$ cat src/rtl/proc_pkg.sv
// Shared types for the basic processor control path.
// Opcode and sequencer state encodings.
package proc_pkg;

    localparam int OP_W = 3;

    typedef enum logic [OP_W-1:0] {
        LOAD  = 3'd0,
        STORE = 3'd1,
        ADD   = 3'd2,
        SUB   = 3'd3,
        BNE   = 3'd4,
        HALT  = 3'd7
    } opcode_t;

    typedef enum logic [2:0] {
        S_IDLE   = 3'd0,
        S_FETCH  = 3'd1,
        S_DECODE = 3'd2,
        S_READ   = 3'd3,
        S_EXEC   = 3'd4,
        S_WRITE  = 3'd5,
        S_HALT   = 3'd6
    } state_t;

endpackage

$ cat src/rtl/sequencer.sv
// Fetch/decode/execute control FSM for the basic processor.
// Outputs decode combinationally from state, opcode, zero flag and mem_ready.
module sequencer
    import proc_pkg::*;
(
    input  logic            clock,
    input  logic            n_reset,
    input  logic [OP_W-1:0] op,
    input  logic            z_flag,
    input  logic            mem_ready,
    output logic            load_REG,
    output logic            ALU_REG,
    output logic            ALU_add,
    output logic            ALU_sub,
    output logic            load_IR,
    output logic            inc_PC,
    output logic            load_PC,
    output logic            load_MAR,
    output logic            load_MDR,
    output logic            sel_PC,
    output logic            CS,
    output logic            R_NW,
    output logic            halted
);

    state_t state;
    state_t next;

    // State register; reset parks the machine in idle.
    always_ff @(posedge clock or negedge n_reset) begin
        if (!n_reset) state <= S_IDLE;
        else          state <= next;
    end

    // Next-state and control strobe decode.
    always_comb begin
        next     = state;
        load_REG = 1'b0;
        ALU_REG  = 1'b0;
        ALU_add  = 1'b0;
        ALU_sub  = 1'b0;
        load_IR  = 1'b0;
        inc_PC   = 1'b0;
        load_PC  = 1'b0;
        load_MAR = 1'b0;
        load_MDR = 1'b0;
        sel_PC   = 1'b0;
        CS       = 1'b0;
        R_NW     = 1'b0;
        halted   = 1'b0;
        case (state)
            S_IDLE: next = S_FETCH;
            S_FETCH: begin
                CS     = 1'b1;
                R_NW   = 1'b1;
                sel_PC = 1'b1;
                if (mem_ready) begin
                    load_IR = 1'b1;
                    inc_PC  = 1'b1;
                    next    = S_DECODE;
                end
            end
            S_DECODE: begin
                case (opcode_t'(op))
                    LOAD, ADD, SUB: begin
                        load_MAR = 1'b1;
                        next     = S_READ;
                    end
                    STORE: begin
                        load_MAR = 1'b1;
                        next     = S_WRITE;
                    end
                    BNE: begin
                        load_PC = ~z_flag;
                        next    = S_FETCH;
                    end
                    HALT:    next = S_HALT;
                    default: next = S_FETCH;
                endcase
            end
            S_READ: begin
                CS   = 1'b1;
                R_NW = 1'b1;
                if (mem_ready) begin
                    load_MDR = 1'b1;
                    next     = S_EXEC;
                end
            end
            S_EXEC: begin
                load_REG = 1'b1;
                // Only ADD/SUB route the ALU result; LOAD takes memory data directly.
                if (opcode_t'(op) == ADD) begin
                    ALU_REG = 1'b1;
                    ALU_add = 1'b1;
                end else if (opcode_t'(op) == SUB) begin
                    ALU_REG = 1'b1;
                    ALU_sub = 1'b1;
                end
                next = S_FETCH;
            end
            S_WRITE: begin
                CS = 1'b1;
                if (mem_ready) next = S_FETCH;
            end
            S_HALT: halted = 1'b1;
            default: next = S_IDLE;
        endcase
    end

endmodule

$ cat config.mk
export PLATFORM = sky130hd
export DESIGN_NAME = sequencer
export DESIGN_NICKNAME = d
export VERILOG_FILES = /design/src/rtl/proc_pkg.sv /design/src/rtl/sequencer.sv
export SDC_FILE = /design/constraint.sdc
export NUM_CORES = 1
export LEC_CHECK = 0
export ABC_AREA = 1
export CORE_AREA = 4 4 41 43
export CTS_CLUSTER_SIZE = 25
export DETAILED_ROUTE_END_ITERATION = 16
export DIE_AREA = 0 0 45 47
export HOLD_SLACK_MARGIN = 0.1
export PLACE_DENSITY_LB_ADDON = 0.3
export SLEW_MARGIN = 20
export SYNTH_ARGS = -nofsm -noshare
export SYNTH_HDL_FRONTEND = slang
export SYNTH_SLANG_ARGS = --single-unit
export TNS_END_PERCENT = 5
$ cat constraint.sdc
create_clock -name clock -period 1.2 [get_ports clock]
set_input_delay 0.24 -clock clock [delete_from_list [all_inputs] [get_ports clock]]
set_output_delay 0.24 -clock clock [all_outputs]
set_load 0.1 [all_outputs]
Yosys cells after proc, flatten, opt, wreduce, memory -nomap -nowiden
Cells that the tools add are included.
{ "op_classes": {"add_sub_neg": 0, "multipliers": 0, "div_mod_pow": 0, "order_cmp": 0, "n_eq_ne": 14, "n_shift": 0, "muxes": 24, "bitwise": 2, "reduce_logical": 8} }
{ "ops": {"columns": ["op", "n"], "rows": [
  ["two-way mux 1 bit", 19],
  ["one-hot mux 3 bit (6 select lines)", 1],
  ["== test 3 bit, second input constant", 5],
  ["== test 3 x 2 -> 1 bit, second input constant", 4],
  ["two-way mux 3 bit", 3],
  ["one-hot mux 3 bit (3 select lines)", 1],
  ["== test 3 x 1 -> 1 bit, second input constant", 2],
  ["zero test 3 bit", 2],
  ["inequality test 2 bit, second input constant", 3],
  ["OR reduction 3 bit", 2],
  ["AND reduction 4 bit", 1],
  ["OR reduction 2 bit", 2],
  ["OR reduction 4 bit", 1],
  ["NOT 1 bit", 2]
]} }
{ "word_totals": {"register_bits": 3, "latch_bits": 0, "mem_bits_rw": 0, "mem_bits_ro": 0, "inputBits": 7, "wordCells": 49, "memories": 0} }

Logic depth before layout (Yosys ltp)
{ "logic_depth": {"word_depth": 4, "depth_mapped": 7, "mapped_depth_nobuf": 7} }

Least setup slack after synthesis
Ideal clock, no wire load.
{ "synth_timing": {"kind": "reg-to-output", "startpoint": "reg state[2]", "endpoint": "out load_PC", "t_arrival_ps": 3449, "path_slack_ps": -2489, "stages_incl_launch_ff": 4, "n_path_buf": 0, "path_cell_list": "dfrtp_1 > inv_1 > nand3_1 > nor4_1"} }
{ "synth_via": {"elab_chain_cells": 2} }
{ "synth_rtl": {"columns": ["item", "line", "source"], "rows": [
  ["start, declared", "sequencer.sv:26", "state_t state;"],
  ["start signal, assigned", "sequencer.sv:32", "else state <= next;"],
  ["== test 3 x 2 -> 1 bit", "sequencer.sv:51", "case (state)"],
  ["two-way mux 1 bit", "sequencer.sv:51", null],
  ["end, declared", "sequencer.sv:17", "output logic load_PC,"]
]} }
No other way between the ends.

Final worst setup path
{ "layout_timing": {"startpoint": "in op[1]", "endpoint": "out load_PC"} }
{ "layout_via": {"elab_chain_cells": 3} }
{ "layout_rtl": {"columns": ["item", "line", "source"], "rows": [
  ["start, declared", "sequencer.sv:8", "input logic [OP_W-1:0] op,"],
  ["== test 3 bit", "sequencer.sv:64", "case (opcode_t'(op))"],
  ["two-way mux 1 bit", "sequencer.sv:64", null],
  ["two-way mux 1 bit", "sequencer.sv:51", null]
]} }
No other way between the ends.

==> impl_metrics.json <==
{
  "outcome": "complete, but fails checks",
  "failed_checks": "setup timing",
  "routed_wl_um": 1080,
  "antennaDiodeCount": 0,
  "rsz0062_at_grt": "yes",
  "yosysSeqAreaShare_pct": 24.6,
  "final_cell_area_um2": 862,
  "peakVddDrop_mv": 2.59,
  "yosysWarnings": 0,
  "setup_ws_ns": -0.381,
  "synth-xor-area-share_pct": 0,
  "firstDrtPassIters": 4,
  "synth-compound-area-share_pct": 13.1,
  "r2r_setup_slack_ns": -0.02,
  "power.internal_w": 0.00104,
  "routabilityCongestion": 0.769,
  "registers.top_by_ff_count": "state",
  "overflow": 0,
  "maxCapViolCount": 0,
  "worstPathArrival_ns": 1.34,
  "cts_tree": "done",
  "power_density_nw_per_um2": 2860,
  "required_ns": 0.96,
  "htree_levels": 1,
  "worstPathMaxFanout": 3,
  "yosys.area.top_type": "dfrtp_1",
  "grt_max_degree": 6,
  "clk_path_buf_depth": 2,
  "dp_slack_ns": -0.500,
  "synthCells": 51,
  "vias": 464,
  "period_share_pct": 132,
  "nets": 97,
  "drtAntennaViolNets": 0,
  "p_total_w": 0.00247,
  "area.growth.synth_to_final_pct": 182,
  "fin_crit_ns": 1.58,
  "postLayoutCoreUtil_pct": 66.3,
  "place_area_um2": 813,
  "drive_gt1_share_pct": 59.6,
  "p_seq_share_pct": 8.5,
  "cts_made_buffers": 3,
  "synth_top_area_share_pct": 24.6,
  "reg2reg_from": "state[1]",
  "drtIter0Drc": 3,
  "die_y_um": 47,
  "drc": 0,
  "largest_reg_flops": 3,
  "yosysUniqueCellTypes": 16,
  "initial_utilization_pct": 23.5,
  "p_comb_share_pct": 84.6,
  "cellLeakagePower_nw": 0.395,
  "hold_viol": 0,
  "netlist_area_um2": 305,
  "synth_fa_ha_area_share_pct": 0,
  "tightest_slew_ns": 0.254,
  "slew_headroom_pct": 82.9,
  "syn_nets": 58,
  "hp-class": "input port to asynchronous set/reset pin",
  "clk_pin_slew_ns": 0.04,
  "worstRegToRegCells": 6,
  "grt_pass1_wl_um": 1950,
  "fillCellCount": 114,
  "r2r_end": "state[1]",
  "synthMuxAreaShare_pct": 0,
  "avgViaCountPerCell": 4.46,
  "ctsHoldBuffers": 0,
  "critPathKind": "input port to output pin",
  "die_w_um": 45,
  "synth.avg_cell_area_um2": 5.99,
  "grt_antenna_before_repair": 0,
  "critPathMaxStageDelay_ns": 0.46,
  "synth-simple-area-share_pct": 48.8,
  "design.die.area_um2": 2120,
  "clkSinkCount": 3,
  "layout_commonest_cell": "buf_4",
  "ys_ff_latch": 3,
  "clk_latency_ns": 0.23,
  "synth_top_family_by_area": "simple AND/OR/NAND/NOR gates",
  "critPathSlowestCell": "clkdlybuf4s50_1",
  "cts-root-buf": "clkbuf_4",
  "grtUsageTotal_pct": 12.4,
  "num_rows": 13,
  "worst_clock_skew_ns": 0.00443,
  "io_pins": 20,
  "avgRoutedWirePerCell_um": 10.4,
  "p_clk_share_pct": 6.9,
  "cp-start-kind": "input port",
  "core_um2": 1300,
  "grt_pass1_vias": 492,
  "worstSetupEndpointType": "output pin",
  "setup_viol": 14,
  "fmax_mhz": 633,
  "top_regs": "state x3",
  "power.switching_w": 0.00143,
  "switching_share_pct": 57.8,
  "synth_area_leaders": "dfrtp_1 (25%), nand2_1 (15%), nor2_1 (9.8%)",
  "layout_common_cells": "buf_4 (16), buf_12 (13), nand2_1 (9), inv_2 (6), nor2_4 (5)",
  "path_cells": "clkdlybuf4s50_1 -> inv_1 -> nand2_1 -> nor4_4 -> buf_12",
  "maxSlewViolCount": 0,
  "port_buffers": 19,
  "dpl.hpwl_um": 947
}
-- synthesized netlist by cell type --
cell type and instances:
a21oi_1 2, nand3_1 3, nor3_2 2, inv_1 6, a21boi_1 1, nor4_1 1, o211ai_1 1, nor2_1 8
nor2_2 2, nand3_2 1, o21ai_0 3, nand2_1 12, nor3_1 2, buf_4 1, inv_2 3, dfrtp_1 3
-- final cells by class --
cell class	instances	area [um2]	area share, %
timing repair buffer	35	437	50.7
multi-input combinational	38	270	31.3
tap	15	18.8	2.18
clock buffer	4	26.3	3.05
sequential	3	76.3	8.85
inverter	9	33.8	3.92
-- power groups by stage --
stage / combinational (W) / clock, W / sequential, W
floorplan: 0.00118 / 0 / 0.000224
global placement: 0.00201 / 0 / 0.000201
detailed placement: 0.00202 / 0 / 0.000203
CTS: 0.00208 / 0.000177 / 0.000209
global route: 0.00219 / 0.000200 / 0.000216
finish: 0.00209 / 0.000171 / 0.000209
-- per-layer routing --
| layer | part of all wire (%) | vias to the layer above | GRT usage (%) |
|---|---|---|---|
| li1 | - | 237 | - |
| met1 | 40 | 219 | 15.1 |
| met2 | 56 | 8 | 22.3 |
| met3 | 3.8 | 0 | 1.15 |
| met4 | 0 | 0 | 5.26 |
| met5 | 0 | - | 0 |
-- worst max path at each step --
stage	from	endpoint	slack, ns	cells after the start
6_report	op[1]	load_PC	-0.38	5
5_1_grt	state[2]	load_MAR	-0.44	4
4_1_cts	op[1]	ALU_add	-0.37	4
3_5_place_dp	op[2]	load_PC	-0.50	4
3_3_place_gp	op[2]	load_PC	-0.49	4
2_1_floorplan	state[0]	ALU_add	-1.10	5
-- worst max-delay path, delay by kind of cell --
| kind | cells | cell delay (ns) |
|---|---|---|
| simple gates | 2 | 0.36 |
| buf+inv | 3 | 0.74 |
-- stage by stage --
stage	std cells	setup TNS, ns	hold WS (ns)
detailed placement	100	-4.22	0.431
floorplan	51	-10.54	-0.0556
global placement	100	-4.03	0.427
global route	104	-4.60	0.199
finish	104	-3.54	0.190
CTS	104	-3.73	0.189
-- what timing repair did --
item,CTS,global route
gates cloned,0,0
buffers inserted,0,0
pin swaps,1,0
gates resized for setup,10,4
endpoints found under the setup margin,16,16
-- kinds of logic after synthesis --
group,count (synthesis)
compound gates,7
buf+inv,10
flops,3
simple gates,31
Note: power is estimated with default switching activity, not from simulation.
